--- src/rtl/load_store_unit.sv ---
// load_store_unit: memory-stage sequencer feeding datamemory with word-aligned LW reads and lane-aligned stores.
// Define LSU_MISALIGN_EN to split misaligned accesses; without it a misaligned request returns resp_err.
module load_store_unit #(
    parameter int DM_ADDRESS = 9,
    parameter int DATA_W     = 32
) (
    input  logic                  clk,
    input  logic                  rst_n,
    input  logic                  req_valid,
    output logic                  req_ready,
    input  logic                  req_we,
    input  logic [2:0]            req_funct3,
    input  logic [DM_ADDRESS-1:0] req_addr,
    input  logic [DATA_W-1:0]     req_wdata,
    output logic                  busy,
    output logic                  resp_valid,
    output logic [DATA_W-1:0]     resp_rdata,
    output logic                  resp_err,
    output logic                  dm_memread,
    output logic                  dm_memwrite,
    output logic [DM_ADDRESS-1:0] dm_a,
    output logic [DATA_W-1:0]     dm_wd,
    output logic [2:0]            dm_funct3,
    input  logic [DATA_W-1:0]     dm_rd
);

    // Handshake: a request transfers on a rising edge where req_valid && req_ready;
    // resp_valid is a single-cycle pulse and needs no acknowledge.
    typedef enum logic [2:0] {
        S_IDLE = 3'd0,
        S_RD0  = 3'd1,
`ifdef LSU_MISALIGN_EN
        S_RD1  = 3'd2,
`endif
        S_WR   = 3'd3,
        S_RESP = 3'd4
    } state_t;

    state_t                  state;
    logic [2:0]              f3_q;
    logic [1:0]              off_q;
    logic [DATA_W-1:0]       word0;
    logic [2*DATA_W-1:0]     dword;

`ifdef LSU_MISALIGN_EN
    logic [DATA_W-1:0]       word1;
    logic [DATA_W-1:0]       wdata_q;
    logic                    mis_q;
    logic [1:0]              cnt;
    logic [1:0]              cnt_next;
    logic [1:0]              last_idx;
`endif

    logic [2:0]              req_size;
    logic                    load_mis;
    logic                    store_mis;
    logic                    req_mis;
    logic                    req_illegal;

    always_comb begin
        case (req_funct3[1:0])
            2'b00:   req_size = 3'd1;
            2'b01:   req_size = 3'd2;
            default: req_size = 3'd4;
        endcase
        load_mis  = ({1'b0, req_addr[1:0]} + req_size) > 3'd4;
        store_mis = ((req_funct3[1:0] == 2'b01) && req_addr[0]) ||
                    ((req_funct3[1:0] == 2'b10) && (req_addr[1:0] != 2'b00));
        req_mis   = req_we ? store_mis : load_mis;
        if (req_we)
            req_illegal = (req_funct3 >= 3'b011);
        else
            req_illegal = (req_funct3 == 3'b011) || (req_funct3[2:1] == 2'b11);
    end

    // Pick size bytes starting at byte off of the captured doubleword, then extend.
    function automatic logic [DATA_W-1:0] extract(input logic [2*DATA_W-1:0] dw,
                                                  input logic [1:0]          off,
                                                  input logic [2:0]          f3);
        logic [DATA_W-1:0] s;
        s = DATA_W'(dw >> {off, 3'b000});
        case (f3[1:0])
            2'b00:   extract = f3[2] ? {24'b0, s[7:0]}  : {{24{s[7]}}, s[7:0]};
            2'b01:   extract = f3[2] ? {16'b0, s[15:0]} : {{16{s[15]}}, s[15:0]};
            default: extract = s;
        endcase
    endfunction

`ifdef LSU_MISALIGN_EN
    assign dword    = {word1, word0};
    assign cnt_next = cnt + 2'd1;
    assign last_idx = (f3_q[1:0] == 2'b01) ? 2'd1 : 2'd3;
`else
    assign dword    = {{DATA_W{1'b0}}, word0};
`endif

    // Captured words are cleared on accept, so stores and errors naturally yield zero.
    assign resp_rdata = (resp_valid && !resp_err) ? extract(dword, off_q, f3_q) : '0;
    assign req_ready  = (state == S_IDLE) && rst_n;
    assign busy       = (state != S_IDLE);

    always_ff @(posedge clk or negedge rst_n) begin
        if (!rst_n) begin
            state       <= S_IDLE;
            f3_q        <= '0;
            off_q       <= '0;
            word0       <= '0;
            resp_valid  <= 1'b0;
            resp_err    <= 1'b0;
            dm_memread  <= 1'b0;
            dm_memwrite <= 1'b0;
            dm_a        <= '0;
            dm_wd       <= '0;
            dm_funct3   <= '0;
`ifdef LSU_MISALIGN_EN
            word1       <= '0;
            wdata_q     <= '0;
            mis_q       <= 1'b0;
            cnt         <= '0;
`endif
        end else begin
            resp_valid <= 1'b0;
            case (state)
                S_IDLE: begin
                    if (req_valid) begin
                        f3_q  <= req_funct3;
                        off_q <= req_addr[1:0];
                        word0 <= '0;
`ifdef LSU_MISALIGN_EN
                        word1   <= '0;
                        wdata_q <= req_wdata;
                        mis_q   <= req_mis;
                        cnt     <= '0;
                        if (req_illegal) begin
`else
                        if (req_illegal || req_mis) begin
`endif
                            state      <= S_RESP;
                            resp_valid <= 1'b1;
                            resp_err   <= 1'b1;
                        end else if (!req_we) begin
                            state      <= S_RD0;
                            dm_memread <= 1'b1;
                            dm_a       <= {req_addr[DM_ADDRESS-1:2], 2'b00};
                            dm_funct3  <= 3'b010;
                        end else begin
                            state       <= S_WR;
                            dm_memwrite <= 1'b1;
                            dm_a        <= req_addr;
`ifdef LSU_MISALIGN_EN
                            if (req_mis) begin
                                dm_funct3 <= 3'b000;
                                dm_wd     <= {{(DATA_W-8){1'b0}}, req_wdata[7:0]};
                            end else
`endif
                            begin
                                dm_funct3 <= req_funct3;
                                dm_wd     <= req_wdata;
                            end
                        end
                    end
                end

                S_RD0: begin
                    word0 <= dm_rd;
`ifdef LSU_MISALIGN_EN
                    if (mis_q) begin
                        state <= S_RD1;
                        dm_a  <= dm_a + DM_ADDRESS'(4);
                    end else
`endif
                    begin
                        state      <= S_RESP;
                        resp_valid <= 1'b1;
                        resp_err   <= 1'b0;
                        dm_memread <= 1'b0;
                        dm_a       <= '0;
                        dm_funct3  <= '0;
                    end
                end

`ifdef LSU_MISALIGN_EN
                S_RD1: begin
                    word1      <= dm_rd;
                    state      <= S_RESP;
                    resp_valid <= 1'b1;
                    resp_err   <= 1'b0;
                    dm_memread <= 1'b0;
                    dm_a       <= '0;
                    dm_funct3  <= '0;
                end
`endif

                S_WR: begin
`ifdef LSU_MISALIGN_EN
                    // Misaligned stores walk one byte per cycle; address wraps with dm_a width.
                    if (mis_q && (cnt != last_idx)) begin
                        cnt   <= cnt_next;
                        dm_a  <= dm_a + DM_ADDRESS'(1);
                        dm_wd <= {{(DATA_W-8){1'b0}}, wdata_q[{cnt_next, 3'b000} +: 8]};
                    end else
`endif
                    begin
`ifdef LSU_MISALIGN_EN
                        cnt <= '0;
`endif
                        state       <= S_RESP;
                        resp_valid  <= 1'b1;
                        resp_err    <= 1'b0;
                        dm_memwrite <= 1'b0;
                        dm_a        <= '0;
                        dm_wd       <= '0;
                        dm_funct3   <= '0;
                    end
                end

                S_RESP: begin
                    state    <= S_IDLE;
                    resp_err <= 1'b0;
                end

                default: begin
                    state       <= S_IDLE;
                    resp_err    <= 1'b0;
                    dm_memread  <= 1'b0;
                    dm_memwrite <= 1'b0;
                    dm_a        <= '0;
                    dm_wd       <= '0;
                    dm_funct3   <= '0;
                end
            endcase
        end
    end

endmodule

--- config.mk ---
export PLATFORM = sky130hd
export DESIGN_NAME = load_store_unit
export DESIGN_NICKNAME = d
export VERILOG_FILES = /design/src/rtl/load_store_unit.sv
export SDC_FILE = /design/constraint.sdc
export NUM_CORES = 1
export LEC_CHECK = 0
export CAP_MARGIN = 20
export CORE_MARGIN = 3
export CORE_UTILIZATION = 45
export CTS_CLUSTER_DIAMETER = 30
export DETAILED_ROUTE_END_ITERATION = 6
export GPL_TIMING_DRIVEN = 0
export PLACE_DENSITY_LB_ADDON = 0.15
export SLEW_MARGIN = 0
export SYNTH_ARGS = -nofsm -noshare
export SYNTH_HDL_FRONTEND = slang
export SYNTH_SLANG_ARGS = --single-unit
export TNS_END_PERCENT = 30
--- constraint.sdc ---
create_clock -name clk -period 6.3 [get_ports clk]
set_input_delay 1.575 -clock clk [delete_from_list [all_inputs] [get_ports clk]]
set_output_delay 1.575 -clock clk [all_outputs]
set_load 0.005 [all_outputs]
# Word-level counts from Yosys, hierarchy flattened
# Index checks and enable logic that the tools add are counted.
# W data, S select, Z words.
word_totals:
  ff_bits: 88
  elab_cells: 93
  in_bits: 80
  output_inout_bits: 82
classes:
  eq_ne: 13
  shifts: 1
  bitwise: 3
  n_reduce_logical: 23
  mux: 39
  addsub: 1
  order_cmp: 2
ops:
  columns: ["op", "count"]
  rows:
  - ["$mux W32", 7]
  - ["$pmux W32 S2", 3]
  - ["$shr A32 B5 Y32", 1]
  - ["$mux W9", 2]
  - ["$pmux W3 S2", 3]
  - ["$pmux W9 S2", 1]
  - ["$mux W3", 5]
  - ["$mux W1", 13]
  - ["$ne A2 B2 Y1 const B", 4]
  - ["$reduce_and A4 Y1", 2]
  - ["$eq A3 B2 Y1 const B", 2]
  - ["$pmux W1 S2", 3]
  - ["$reduce_and A2 Y1", 3]
  - ["$reduce_or A2 Y1", 3]
  - ["$eq A2 B1 Y1 const B", 2]
  - ["$eq A2 B2 Y1 const B", 2]
  - ["$logic_and A1 B1 Y1", 4]
  - ["$logic_not A2 Y1", 2]
  - ["$mux W2", 2]
  - ["$reduce_bool A2 Y1", 2]
  - ["$add A2 B3 Y3", 1]
  - ["$eq A3 B1 Y1 const B", 1]
  - ["$eq A3 B3 Y1 const B", 1]
  - ["$ge A3 B2 Y1 const B", 1]
  - ["8 further kinds", 12]

# Depth between registers and ports, before layout
logic_depth:
  word_depth: 9
  mapped_depth: 11
  ltp_nobuf: 8

# Worst setup path after synthesis
# OpenSTA, ideal clock, no wires.
synth_path:
  kind: "input -> register"
  start: "input port req_funct3[1]"
  end: "register dm_wd[0]"
  required_time_ps: 6179
  arrival_ps: 3552
  path_slack_ps: 2627
  cell_stages: 11
  n_path_buf: 3
  setup_time_ps: 121
  path_cell_list: "buf_2 -> nor2_1 -> ha_1 -> inv_1 -> fa_1 -> xor2_1 -> o311a_1 -> and4_1 -> buf_2 -> buf_6 -> a22o_1"
synth_between:
  elab_chain_cells: 8
  word_cells_on_any_way: 18
  classes_between: "1 x add/sub; 2 x order compare; 5 x eq/ne; 3 x mux; 7 x reduce/logical"
synth_lines:
  columns: ["element", "line_no", "source"]
  rows:
  - ["start, declared", "12", "input logic [2:0] req_funct3,"]
  - ["$eq A2 B1 Y1 / $logic_not A2 Y1 (equally long branches)", "61, 67", null]
  - ["$pmux W3 S2", "61", "case (req_funct3[1:0])"]
  - ["$add A2 B3 Y3", "66", "load_mis = ({1'b0, req_addr[1:0]} + req_size) > 3'd4;"]
  - ["$gt A3 B3 Y1", "66", null]
  - ["$mux W1", "69", "req_mis = req_we ? store_mis : load_mis;"]
  - ["$logic_or A1 B1 Y1 *", "136", "if (req_illegal || req_mis) begin"]
  - ["$ne A2 B2 Y1 (no line) *", null, null]
  - ["$reduce_and A4 Y1 (no line) *", null, null]
  - ["end signal, assigned", "158", "dm_wd <= req_wdata;"]
  - ["end, declared", "22", "output logic [DATA_W-1:0] dm_wd,"]
# Every way passes the cells marked *; elsewhere a longest branch is shown, timed or not.
# A chain may end at the register's enable or synchronous reset.

# Worst setup path in the final report
layout_path:
  start: "input port rst_n"
  end: "output port req_ready"
layout_between:
  elab_chain_cells: 1
layout_lines:
  columns: ["element", "line_no", "source"]
  rows:
  - ["start, declared", "8", "input logic rst_n,"]
  - ["$logic_and A1 B1 Y1", "99", "assign req_ready = (state == S_IDLE) && rst_n;"]
  - ["end, declared", "10", "output logic req_ready,"]
# No other way between the ends.

==> results.cfg <==
[routing]
via_per_inst = 5.64
route.detailed.drc = 0
dr.pass1.iters = 4
drt_wl_total_mm = 11.8
postRouteAntennaNets = 0
vias = 3625
drt_iter0_markers = 151
avgRoutedWirePerCell_um = 18.4

[place]
dpl.hpwl_mm = 8.75
dp.cells = 627
numPortBuffers = 160
gp_congestion = 0.831

[critical_path]
critical_path_class = in2out
regToRegEndpoint = dm_wd[0]
crit_path_start_kind = input port
crit_required_ns = 4.72
r2r-start = state[1]
arrival_ns = 3.03
reg2reg_depth = 6
cp_max_fo = 49
r2r_slack_ns = 4.27
end_kind = output pin

[yosys]
synth_edf_count = 0
synth_compound_area_share_pct = 25.5
synth_top_family_by_area = compound AO/OA/AOI/OAI gates
ys_ff_latch = 88
yosys-top-cells-area = dfrtp_1 54%, a22o_1 15%, mux2i_1 4.9%, a211oi_1 2.6%, o21ai_0 2.4%
synth_area_um2 = 4110
yosys.area.top_type_share_pct = 53.6
async_flop_share_pct = 100
ys_types = 45
synth_xor_area_share_pct = 0.213
synth_fa_ha_area_share_pct = 0.792
synthSimpleGateAreaFrac_pct = 10.1
synth_nets = 440
postSynthAreaPerCell_um2 = 11.5
synthMuxAreaShare_pct = 5.70
ys.flop_type = dfrtp_1
ys_seq_area_share_pct = 53.6
yosys_warnings = 0
synthCells = 358
synth_top_cell_by_area = dfrtp_1

[sta]
slew_violations = 0
fmax_ghz = 0.217
final_hold_viol_count = 0
max_slew.worst_pin.slew_ns = 0.805
min_period_ns = 4.60
setup_viol = 0
relSlewSlack_pct = 45.9
post-route-period-util_pct = 73.1
tns_ns = 0
rsz0062_at_grt = no
clock_skew_ns = 0.0158
timing.hold.ws_ns = 0.498

[layout]
n_antenna_cell = 0
final_cell_mix = 159 x clkdlybuf4s50_1, 88 x dfrtp_1, 72 x a22o_1, 23 x nand2_1
instances_no_fill = 643
final_common_cell = clkdlybuf4s50_1
nets = 612
area_growth_syn_to_layout_pct = 47.5
fin_util_pct = 68.8
drive_gt1_share_pct = 8.04

[die]
core-area_um2 = 8810
io_pins = 162
die-area_um2 = 10300
die_y_um = 102
placementRows = 34
start_util_pct = 46.6
dieWidth_um = 102

[clock_tree]
cts_num_sinks = 88
cts_tree = done
clk_latency_ns = 0.36
cts-buffers-inserted = 9
postCtsSetupBuffers = 0
cts_hold_buf = 0
cts.htree.levels = 3
cts.clk_slew.worst_paths_ns = 0.09
post_cts_resized = 0
clock_path_buffers = 2
root_buffer = clkbuf_8

[global_route]
grt_pass1_wl_mm = 19.1
grt_max_degree = 50
antenna_found_initial = 0
overflow = 0
grt_pass1_vias = 3685
grt.total_usage_pct = 23.7

[pwr]
p_leak_nw = 2.70
worst_ir_drop_vdd_mv = 0.170
p_total_mw = 1.77
power_density_nw_per_um2 = 293

[run_status]
status = complete, no violations

[hold_path]
worstHoldPathCells = 1
hold_end = word0[6]
hold_class = reg2reg
hp-start = word0[6]

[run]
max_cap_violations = 0
==> synthesized netlist by cell type (2+ instances only) <==
cell type,instances
inv_1,4
nor2b_1,11
a211oi_1,14
a21oi_1,9
nand2_1,23
nand2b_1,5
a21o_1,9
mux2i_1,20
nand3_1,4
nor2_2,2
buf_6,3
or2_2,2
buf_2,10
clkbuf_1,13
buf_1,2
and2_1,9
a22o_1,72
nor2_1,13
o21ai_0,20
dfrtp_1,88
==> through the flow <==
| stage | area (µm²) | setup WS, ns |
|---|---|---|
| final | 6060 | 1.70 |
| after global routing | 6060 | 1.54 |
| after CTS | 6060 | 1.65 |
| after detailed placement | 5870 | 1.65 |
| after global placement | 5840 | -1.11 |
| after floorplan | 4110 | 2.63 |
==> worst max-delay path, cell delays in order <==
cell	delay, ns
buf_4	0.44
buf_16	0.31
and2_1	0.17
clkdlybuf4s50_1	0.50
==> cells by family (layout without fill, tap and decap cells) <==
logic type      count (synthesis)  after routing
mux                            22             22
buf+inv                        33            210
fa+ha+maj                       2              2
xor+xnor                        1              1
flops                          88             88
compound gates                133            133
simple gates                   79             79
==> worst max path at each step <==
| stage | from | to | cells after the start |
|---|---|---|---|
| 2_1_floorplan | req_funct3[1] | dm_wd[0] | 11 |
| 3_3_place_gp | rst_n | req_ready | 3 |
| 3_5_place_dp | rst_n | req_ready | 4 |
| 4_1_cts | rst_n | req_ready | 4 |
| 5_1_grt | rst_n | req_ready | 4 |
| 6_report | rst_n | req_ready | 4 |
==> layer usage <==
metal | wire length, µm | track usage [%] | vias to the layer above
met3 | 894 | 7.23 | 18
met2 | 5850 | 38.5 | 158
li1 | - | - | 1680
met4 | 217 | 7.57 | 0
met1 | 4890 | 30.5 | 1769
met5 | 0 | 0 | -
==> power breakdown <==
group          switching, mW  leakage [nW]  internal, mW
logic                  0.262          1.42         0.359
clock network          0.219        0.0992         0.161
registers             0.0864          1.18         0.685
==> cell type report <==
class | instances | area (µm²)
fillers | 684 | 2750
flip-flops and latches | 88 | 2200
multi-input cells | 237 | 1740
repair buffers | 161 | 1630
plain buffers | 29 | 148
clock buffers | 10 | 138
well taps | 108 | 135
clock inverters | 6 | 51.3
inverters | 4 | 15.0
==> registers in the layout (all words and copies together) (netlist names), 2 cells and up <==
name	count
dm_wd	32
word0	32
dm_a	9
dm_funct3	3
f3_q	3
state	3
off_q	2
(Power assumes the default switching activity.)
